[config.mk]
export PLATFORM = sky130hd
export DESIGN_NAME = fetch_unit
export DESIGN_NICKNAME = d
export VERILOG_FILES = /design/src/rtl/cpu_pkg.sv /design/src/rtl/fetch_timer.sv /design/src/rtl/fetch_unit.sv
export SDC_FILE = /design/constraint.sdc
export NUM_CORES = 1
export LEC_CHECK = 0
export CAP_MARGIN = 25
export CORE_MARGIN = 1.5
export CORE_UTILIZATION = 30
export CTS_BUF_LIST = sky130_fd_sc_hd__clkbuf_4 sky130_fd_sc_hd__clkbuf_8 sky130_fd_sc_hd__clkbuf_16
export DETAILED_ROUTE_END_ITERATION = 10
export DONT_BUFFER_PORTS = 1
export HOLD_SLACK_MARGIN = 0.12
export PLACE_DENSITY = 0.42
export SLEW_MARGIN = 25
export SYNTH_ARGS = -nofsm -noshare
export SYNTH_HDL_FRONTEND = slang
export SYNTH_HIERARCHICAL = 1
export SYNTH_SLANG_ARGS = --single-unit
[constraint.sdc]
create_clock -name clk -period 2 [get_ports clk]
set_input_delay 0.3 -clock clk [delete_from_list [all_inputs] [get_ports clk]]
set_output_delay 0.3 -clock clk [all_outputs]
set_load 0.01 [all_outputs]
[src/rtl/cpu_pkg.sv]
// Shared CPU front-end types and constants: fetch state encoding, word size, R15 offset.
package cpu_pkg;

  typedef enum logic [1:0] {
    FETCH_IDLE = 2'd0,
    FETCH      = 2'd1,
    VALID      = 2'd2
  } fetch_state_e;

  localparam int unsigned WORD_BYTES       = 4;
  localparam int unsigned PC_R15_OFFSET    = 8;
  localparam int unsigned TIMER_W          = 8;
  localparam logic [31:0] DEFAULT_RESET_PC = 32'h0000_0000;

endpackage

[src/rtl/fetch_timer.sv]
// Saturating wait-cycle counter for the fetch request; flags the cycle its count reaches TIMEOUT.
module fetch_timer
  import cpu_pkg::*;
#(
  parameter int unsigned TIMEOUT = 255
) (
  input  logic clk,
  input  logic reset,
  input  logic clr_i,
  input  logic en_i,
  output logic hit_c
);

  localparam int unsigned          CNT_W   = TIMER_W + 1;
  localparam logic [TIMER_W-1:0]   CNT_MAX = '1;

  logic [TIMER_W-1:0] count_q;
  logic [CNT_W-1:0]   count_inc;

  // Extra bit keeps the compare correct once the counter is saturated.
  assign count_inc = {1'b0, count_q} + CNT_W'(1);
  assign hit_c     = en_i && (count_inc >= CNT_W'(TIMEOUT));

  always_ff @(posedge clk) begin
    if (!reset) begin
      count_q <= '0;
    end else if (clr_i) begin
      count_q <= '0;
    end else if (en_i && (count_q != CNT_MAX)) begin
      count_q <= count_inc[TIMER_W-1:0];
    end
  end

endmodule

[src/rtl/fetch_unit.sv]
// Instruction-fetch stage: owns PC, requests words from imem, holds Instr for the controller/datapath.
module fetch_unit
  import cpu_pkg::*;
#(
  parameter logic [31:0] RESET_PC = DEFAULT_RESET_PC,
  parameter int unsigned TIMEOUT  = 255
) (
  input  logic        clk,
  input  logic        reset,
  output logic        imem_req,
  output logic [31:0] imem_addr,
  input  logic        imem_ready,
  input  logic [31:0] imem_rdata,
  input  logic        stall,
  input  logic        PCSrc,
  input  logic [31:0] Result,
  output logic [31:0] Instr,
  output logic        InstrValid,
  output logic [31:0] PC,
  output logic [31:0] PCPlus8,
  output logic        fetch_err
);

  fetch_state_e state_q;
  logic [31:0]  pc_q;
  logic [31:0]  instr_q;
  logic         req_q;
  logic         valid_q;
  logic         err_q;

  logic         in_fetch_c;
  logic         timer_hit_c;
  logic [31:0]  redirect_c;
  logic [31:0]  pc_seq_d;

  assign in_fetch_c = (state_q == FETCH);
  assign redirect_c = Result & ~32'h0000_0003;
  assign pc_seq_d   = pc_q + 32'(WORD_BYTES);

  fetch_timer #(
    .TIMEOUT (TIMEOUT)
  ) u_timer (
    .clk   (clk),
    .reset (reset),
    .clr_i (in_fetch_c && imem_ready),
    .en_i  (in_fetch_c && !imem_ready),
    .hit_c (timer_hit_c)
  );

  // Fetch FSM; stall in VALID takes priority over a pending redirect.
  always_ff @(posedge clk) begin
    if (!reset) begin
      state_q <= FETCH_IDLE;
      pc_q    <= RESET_PC;
      instr_q <= '0;
      req_q   <= 1'b0;
      valid_q <= 1'b0;
      err_q   <= 1'b0;
    end else begin
      if (timer_hit_c) begin
        err_q <= 1'b1;
      end
      unique case (state_q)
        FETCH_IDLE: begin
          state_q <= FETCH;
          req_q   <= 1'b1;
        end
        FETCH: begin
          if (imem_ready) begin
            instr_q <= imem_rdata;
            valid_q <= 1'b1;
            req_q   <= 1'b0;
            state_q <= VALID;
          end
        end
        VALID: begin
          if (!stall) begin
            pc_q    <= PCSrc ? redirect_c : pc_seq_d;
            valid_q <= 1'b0;
            req_q   <= 1'b1;
            state_q <= FETCH;
          end
        end
        default: begin
          state_q <= FETCH_IDLE;
          req_q   <= 1'b0;
          valid_q <= 1'b0;
        end
      endcase
    end
  end

  assign imem_req   = req_q;
  assign imem_addr  = pc_q;
  assign Instr      = instr_q;
  assign InstrValid = valid_q;
  assign PC         = pc_q;
  assign PCPlus8    = pc_q + 32'(PC_R15_OFFSET);
  assign fetch_err  = err_q;

endmodule

==> results.sh, run 1 <==
export IMPL_fraction_of_power_consumed_by_combinational_cells=0.109
export IMPL_post_route_cell_area_sq_mm=0.006231
export IMPL_number_of_antenna_violating_nets_in_the_routed_design=0
export IMPL_worst_setup_path_type="reg -> out"
export IMPL_hold_slack_ps=134.5
export IMPL_core_rowCount=45
export IMPL_viasPerCell=5.439
export IMPL_power_report_internal_total_uw=2709
export IMPL_die_area_sq_mm=0.01632
export IMPL_power_leakage_uw=0.002440
export IMPL_wl_per_cell_microns=18.47
export IMPL_setup_violations_final=14
export IMPL_cts_max_path_buffers=2
export IMPL_dr_pass1_iters=5
export IMPL_holdCritPathClass="in -> reg"
export IMPL_dr_total_vias=4743
export IMPL_power_switching_uw=1008
export IMPL_grt_max_degree=58
export IMPL_grt_pass1_wl_microns=24580
export IMPL_flow_area_growth_from_synthesis_pct=33.44
export IMPL_synth_seq_cells=75
export IMPL_pre_cts_slack_ps=58.34
export IMPL_gate_count_of_the_mapped_netlist=603
export IMPL_final_setup_skew_ps=5.547
export IMPL_met3_usage=0.05843
export IMPL_post_route_cells_drive_above_1_share=0.2734
export IMPL_die_h_microns=127.8
export IMPL_worst_ir_drop_vdd_mv=0.4184
export IMPL_synth_sequential_area_ratio=0.3215
export IMPL_grt_antenna_before_repair=0
export IMPL_synth_warning_count=6
export IMPL_grt_overflow=0
export IMPL_worst_ep_arrival_time_ps=1810
export IMPL_diodes=0
export IMPL_synth_flop_cell="sky130_fd_sc_hd__dfxtp_1"
export IMPL_drv_max_cap_violation_count=0
export IMPL_hold_viol=0
export IMPL_clock_tree_htree_level_count=3
export IMPL_crit_top_cell="sky130_fd_sc_hd__nand4_1"
export IMPL_cts_sinks=75
export IMPL_powerDensity_mw_per_mm2=596.5
export IMPL_synth_edff_count=0
export IMPL_run_status="complete, but fails checks"
export IMPL_worstPathCellList="ha_4, nand4_1, buf_6, nor3_4, nand4_1, xnor2_1, buf_4"
export IMPL_highest_delay_cell_along_the_critical_path="sky130_fd_sc_hd__dfxtp_4"
export IMPL_timing_final_ws_setup_ps=-107.6
export IMPL_clock_power_share=0.459
export IMPL_worst_setup_hold_path_clk_slew_ps=60
export IMPL_failed_checks="setup timing"
export IMPL_first_global_vias=4475
export IMPL_wl_microns=16100
export IMPL_core_area_sq_mm=0.01520
export IMPL_die_width_microns=127.8
export IMPL_worst_slew_pin_transition_ps=552.2
export IMPL_layout_worst_path_cycle_share=1.054
export IMPL_worst_setup_path_start_kind="flop"
export IMPL_initial_utilization=0.3072
export IMPL_synth_async_reset_ratio=0
export IMPL_max_stage_delay_ps=370
export IMPL_buffer_ports_inserted=0
export IMPL_gp_congestion=0.8152
export IMPL_design_power_total_uw=3717
export IMPL_max_clk_rate_mhz=474.5
export IMPL_filler_cell_count=1547
export IMPL_synth_top_area_frac=0.3215
export IMPL_clock_latency_ps=340
export IMPL_synth_area_leaders="sky130_fd_sc_hd__dfxtp_1, sky130_fd_sc_hd__nand2_1, sky130_fd_sc_hd__buf_4, sky130_fd_sc_hd__a21oi_1, sky130_fd_sc_hd__xnor2_1"
export IMPL_fin_crit_ps=2108
export IMPL_drt_first_iter_violations=298
export IMPL_worst_endpoint_required_ps=1700
export IMPL_grt_met2_usage=0.3245
export IMPL_synth_top_area_cell="sky130_fd_sc_hd__dfxtp_1"
export IMPL_cts_root_buffer="sky130_fd_sc_hd__clkbuf_16"
export IMPL_grt_use_met1=0.2427
export IMPL_cts_inserted_buffers=9
export IMPL_postPlaceCellArea_sq_mm=0.005144
export IMPL_syn_area_sq_mm=0.004669
export IMPL_io_pins=200
export IMPL_busiest_layer="met2"
export IMPL_grt_use_total=0.1934
export IMPL_synth_distinct_cells=68
export IMPL_critical_path_peak_fanout=4
export IMPL_cts_tree="done"
export IMPL_slew_viol_final=0
export IMPL_p_sw_frac=0.2712
export IMPL_place_detailed_hpwl_microns=11030
export IMPL_mean_post_synth_cell_area_sq_um=7.744
export IMPL_worst_slew_margin_rel=0.6307
export IMPL_unrepaired_setup_endpoints_after_global_routing="yes"
export IMPL_flop_pwr_share=0.432
export IMPL_layout_nets=752
export IMPL_critPathCaptureType="primary output"
export IMPL_route_detailed_drc=0
stage by stage:
step           TNS, ps  cells  utilization
2_1_floorplan        0    608            -
3_3_place_gp         0    800       0.3384
3_5_place_dp         0    800       0.3384
4_1_cts          -1357    862       0.3946
5_1_grt          -2535    872       0.4099
6_report        -708.3    872       0.4099
cell usage after synthesis (all sizes together) (4+ instances only):
| library cell | count |
|---|---|
| nor3 | 22 |
| nand2 | 100 |
| o31ai | 7 |
| a21oi | 52 |
| buf | 57 |
| nor2 | 36 |
| clkbuf | 24 |
| dfxtp | 75 |
| xnor2 | 21 |
| nor3b | 4 |
| inv | 16 |
| a211oi | 8 |
| nand4 | 22 |
| and4 | 8 |
| nand3 | 25 |
| ha | 4 |
| nor4 | 8 |
| o21ai | 17 |
| a31oi | 11 |
| a311oi | 6 |
| xor2 | 6 |
| a311o | 6 |
| and3 | 10 |
logic make-up (layout without fill, tap and decap cells):
| family | count (synthesis) | after routing | synth area share |
|---|---|---|---|
| AO/OA/AOI/OAI | 143 | 143 | 0.2130 |
| multiplexers | 4 | 4 | 0.008843 |
| other | 1 | 6 | 0.0008031 |
| XOR/XNOR | 27 | 27 | 0.05064 |
| AND/OR/NAND/NOR | 250 | 250 | 0.2787 |
| adder cells (fa/ha/maj) | 4 | 4 | 0.01072 |
| flip-flops | 75 | 75 | 0.3215 |
| buffers and inverters | 99 | 175 | 0.1158 |
per-layer routing:
metal / part of all wire / up-vias
li1: - / 2281
met1: 0.43 / 2251
met2: 0.48 / 198
met3: 0.078 / 13
met4: 0.012 / 0
met5: 0 / -
registers in the layout, indices dropped and copies added, names as in the netlist:
name and count:
Instr 32, PC 30, u_timer/count_q 8, state_q 2, InstrValid 1, fetch_err 1
imem_req 1
layout by cell type (no fill, tap or decap), types with 5 or more instances in the layout:
| cell type | n |
|---|---|
| sky130_fd_sc_hd__nand2_1 | 96 |
| sky130_fd_sc_hd__buf_4 | 92 |
| sky130_fd_sc_hd__dfxtp_1 | 56 |
| sky130_fd_sc_hd__a21oi_1 | 52 |
| sky130_fd_sc_hd__dlygate4sd3_1 | 37 |
| sky130_fd_sc_hd__nor2_1 | 32 |
| sky130_fd_sc_hd__nand4_1 | 19 |
| sky130_fd_sc_hd__nor3_1 | 18 |
| sky130_fd_sc_hd__o21ai_0 | 17 |
| sky130_fd_sc_hd__nand3_1 | 16 |
| sky130_fd_sc_hd__inv_1 | 15 |
| sky130_fd_sc_hd__xnor2_1 | 15 |
| sky130_fd_sc_hd__dfxtp_2 | 12 |
| sky130_fd_sc_hd__a31oi_1 | 11 |
| sky130_fd_sc_hd__and3_1 | 10 |
| sky130_fd_sc_hd__clkbuf_16 | 9 |
| sky130_fd_sc_hd__a211oi_1 | 8 |
| sky130_fd_sc_hd__dfxtp_4 | 7 |
| sky130_fd_sc_hd__nand3_2 | 7 |
| sky130_fd_sc_hd__o31ai_1 | 7 |
| sky130_fd_sc_hd__buf_6 | 7 |
| sky130_fd_sc_hd__xnor2_2 | 6 |
| sky130_fd_sc_hd__a311o_1 | 6 |
| sky130_fd_sc_hd__a311oi_1 | 6 |
| sky130_fd_sc_hd__conb_1 | 6 |
| sky130_fd_sc_hd__xor2_1 | 5 |
| sky130_fd_sc_hd__and4_1 | 5 |
cell type report:
type / count / area (sq um) / share of cell area
Sequential cell: 75 / 1543 / 0.2476
Clock inverter: 7 / 81.33 / 0.01305
Clock buffer: 9 / 225.2 / 0.03614
Multi-Input combinational cell: 434 / 2859 / 0.4588
Inverter: 18 / 67.56 / 0.01084
Timing Repair Buffer: 141 / 1220 / 0.1958
Tap cell: 188 / 235.2 / 0.03775
timing repair:
action                                  CTS  global route
endpoints found under the setup margin   19            30
pin swaps                                12            20
gates cloned                              0             1
hold buffers                             36             1
endpoints found under the hold margin    42             1
resized for setup                        27            45
buffers inserted                         10             8
worst paths after layout:
| check | end | slack (ps) | from | cells past startpoint |
|---|---|---|---|---|
| setup / recovery | PCPlus8[29] | -110 | PC[4] | 7 |
| setup reg to reg | PC[15] | 50 | PC[4] | 8 |
| hold / removal | state_q[1] | 130 | stall | 2 |
| hold reg to reg | Instr[2] | 500 | Instr[2] | 2 |
critical path, delay by kind of cell (launching register included):
family / cells / cell delay, ps
and+or+nand+nor: 3 / 500
DFF: 1 / 370
buffers and inverters: 2 / 300
xor gates and xnor gates: 1 / 170
adders and majority gates: 1 / 130
power by group through the flow:
stage | sequential (uW) | clock (uW) | combinational, uW
final | 1610 | 1710 | 404
after global routing | 1610 | 1830 | 447
after CTS | 1610 | 1760 | 400
after detailed placement | 1650 | 0 | 337
after global placement | 1640 | 0 | 332
after floorplan | 1650 | 0 | 260
Power figures use the tool's default switching activity.
==> run 2: changes to the inputs <==
Settings changed: PLACE_DENSITY 0.42 to 0.43.
Clock period 2 ns to 1.9 ns, I/O delays scaled along.
==> run 2 against run 1 <==
The run still ends with setup timing left. Sequential cell count stayed put. Hold slack better by 23 ps. Final area is 1.9% higher. Utilization is 0.78 points higher. Final cell count is 0.80% higher. Critical endpoint is now PCPlus8[25]. Register-to-register slack better by 60 ps.
==> results.sh, run 2 (same netlist as run 1, synthesis figures left out) <==
export IMPL_commonest_non_fill_non_tap_cell_in_the_layout="sky130_fd_sc_hd__nand2_1"
export IMPL_gp_congestion=0.8888
export IMPL_clock_latency_ps=340
export IMPL_number_of_antenna_violating_nets_in_the_routed_design=0
export IMPL_layout_common_cells="sky130_fd_sc_hd__nand2_1, sky130_fd_sc_hd__buf_4, sky130_fd_sc_hd__dfxtp_1, sky130_fd_sc_hd__a21oi_1, sky130_fd_sc_hd__dlygate4sd3_1"
export IMPL_die_h_microns=127.8
export IMPL_worst_r2r_cell_count=5
export IMPL_timing_hold_worst_path_depth=2
export IMPL_filler_cell_count=1523
export IMPL_critPathCaptureType="primary output"
export IMPL_failed_checks="setup timing"
export IMPL_worst_ir_drop_vdd_mv=0.4337
export IMPL_cts_max_path_buffers=2
export IMPL_regToRegEndpoint="PC[15]"
export IMPL_number_of_flip_flops_in_the_largest_register=32
export IMPL_die_area_sq_mm=0.01632
export IMPL_cts_root_buffer="sky130_fd_sc_hd__clkbuf_16"
export IMPL_worst_r2r_startpoint="PC[2]"
export IMPL_post_layout_nonfiller_instances=879
export IMPL_sequential_cell_area_in_the_final_layout_sq_mm=0.001540
export IMPL_worst_endpoint_required_ps=1620
export IMPL_die_width_microns=127.8
export IMPL_worst_slew_pin_transition_ps=779.6
export IMPL_io_pins=200
export IMPL_hold_slack_ps=157.2
export IMPL_route_detailed_drc=0
export IMPL_worst_slew_margin_rel=0.4786
export IMPL_drt_first_iter_violations=275
export IMPL_holdPathEnd="PC[7]"
export IMPL_post_route_cells_drive_above_1_share=0.2880
export IMPL_diodes=0
export IMPL_core_area_sq_mm=0.01520
export IMPL_worst_setup_path_start_kind="flop"
export IMPL_power_leakage_uw=0.002452
export IMPL_fin_crit_ps=2059
export IMPL_clock_tree_htree_level_count=3
export IMPL_crit_start="PC[3]"
export IMPL_final_setup_skew_ps=6.751
export IMPL_dr_pass1_iters=5
export IMPL_max_clk_rate_mhz=485.8
export IMPL_grt_max_degree=58
export IMPL_hold_path_startpoint="Result[7]"
export IMPL_multi_input_area_sq_mm=0.002934
export IMPL_holdCritPathClass="in -> reg"
export IMPL_place_detailed_hpwl_microns=10800
export IMPL_cts_sinks=75
export IMPL_first_global_vias=4691
export IMPL_hold_viol=0
export IMPL_core_rowCount=45
export IMPL_worst_setup_hold_path_clk_slew_ps=60
export IMPL_grt_pass1_wl_microns=25220
export IMPL_grt_overflow=0
export IMPL_dr_total_vias=4866
export IMPL_wl_microns=16450
export IMPL_postLayoutCoreUtil=0.4177
export IMPL_buffer_ports_inserted=0
export IMPL_viasPerCell=5.536
export IMPL_cts_tree="done"
export IMPL_worst_r2r_setup_slack_ps=110
export IMPL_post_place_cells=814
export IMPL_timing_final_ws_setup_ps=-158.6
export IMPL_run_status="complete, but fails checks"
export IMPL_wl_per_cell_microns=18.71
export IMPL_worst_ep_arrival_time_ps=1770
export IMPL_layout_nets=759
export IMPL_worst_setup_path_type="reg -> out"
export IMPL_critical_path_peak_fanout=4
export IMPL_slew_viol_final=0
export IMPL_powerDensity_mw_per_mm2=589.0
export IMPL_setup_violations_final=20
export IMPL_initial_utilization=0.3072
export IMPL_grt_use_total=0.1971
export IMPL_grt_antenna_before_repair=0
export IMPL_flow_area_growth_from_synthesis_pct=35.99
export IMPL_drv_max_cap_violation_count=0
export IMPL_design_power_total_uw=3740
export IMPL_unrepaired_setup_endpoints_after_global_routing="yes"
export IMPL_layout_worst_path_cycle_share=1.083
export IMPL_cts_inserted_buffers=9
==> run 2: cell type report <==
class | instances | share of cell area
Multi-Input combinational cell | 434 | 0.4621
Sequential cell | 75 | 0.2426
Timing Repair Buffer | 148 | 0.2043
Tap cell | 188 | 0.03704
Clock buffer | 10 | 0.03665
Inverter | 18 | 0.01064
Clock inverter | 6 | 0.006700
==> run 2: worst max-delay path, stage by stage (launching register included) <==
cell and delay (ps):
sky130_fd_sc_hd__dfxtp_4 370, sky130_fd_sc_hd__ha_4 130, sky130_fd_sc_hd__nand4_1 90, sky130_fd_sc_hd__buf_6 160
sky130_fd_sc_hd__nor3_4 140, sky130_fd_sc_hd__buf_6 150, sky130_fd_sc_hd__nand4_1 100, sky130_fd_sc_hd__xnor2_1 160
sky130_fd_sc_hd__buf_4 140
==> run 2: metal layers <==
metal | wire length, microns | up-vias | GRT usage
met5 | 0 | - | 0
met1 | 7146 | 2338 | 0.2463
li1 | - | 2304 | -
met3 | 1126 | 28 | 0.05301
met4 | 401 | 0 | 0.07997
met2 | 7772 | 196 | 0.3219
==> run 2: stage by stage <==
step	setup TNS, ps	worst slack (ps)	area, sq um
global route	-4186	-254.2	6350
CTS	-3227	-231.3	6170
finish	-2334	-158.6	6350
detailed placement	-15.51	-15.51	5249
floorplan	-70.56	-29.68	4700
global placement	-0.9581	-0.9581	5249
==> run 2: worst max path at each step <==
stage                        endpoint  slack [ps]
after floorplan                PC[30]         -30
after global placement    PCPlus8[22]          -1
after detailed placement       PC[20]         -20
after CTS                 PCPlus8[27]        -230
after global routing      PCPlus8[24]        -250
final                     PCPlus8[25]        -160
==> run 2: what timing repair did <==
item                       4_1_cts  5_1_grt
pin swaps                       15       18
cloned                           1        0
resized for setup               57       32
hold buffers                    37        0
setup endpoints to repair       22       30
setup buffers                   10        2
hold endpoints to repair        49        0
==> run 2: report_power, final <==
group | total, uW | internal (uW) | switching, uW
Combinational | 438 | 200 | 238
Sequential | 1700 | 1630 | 74.6
Clock | 1600 | 898 | 704
Total | 3740 | 2720 | 1020
==> run 3: changes to the inputs <==
Settings changed: CTS_CLUSTER_SIZE set to 20.
==> results of run 3 <==
No change in the layout: final DEF, timing and power equal those of run 2.
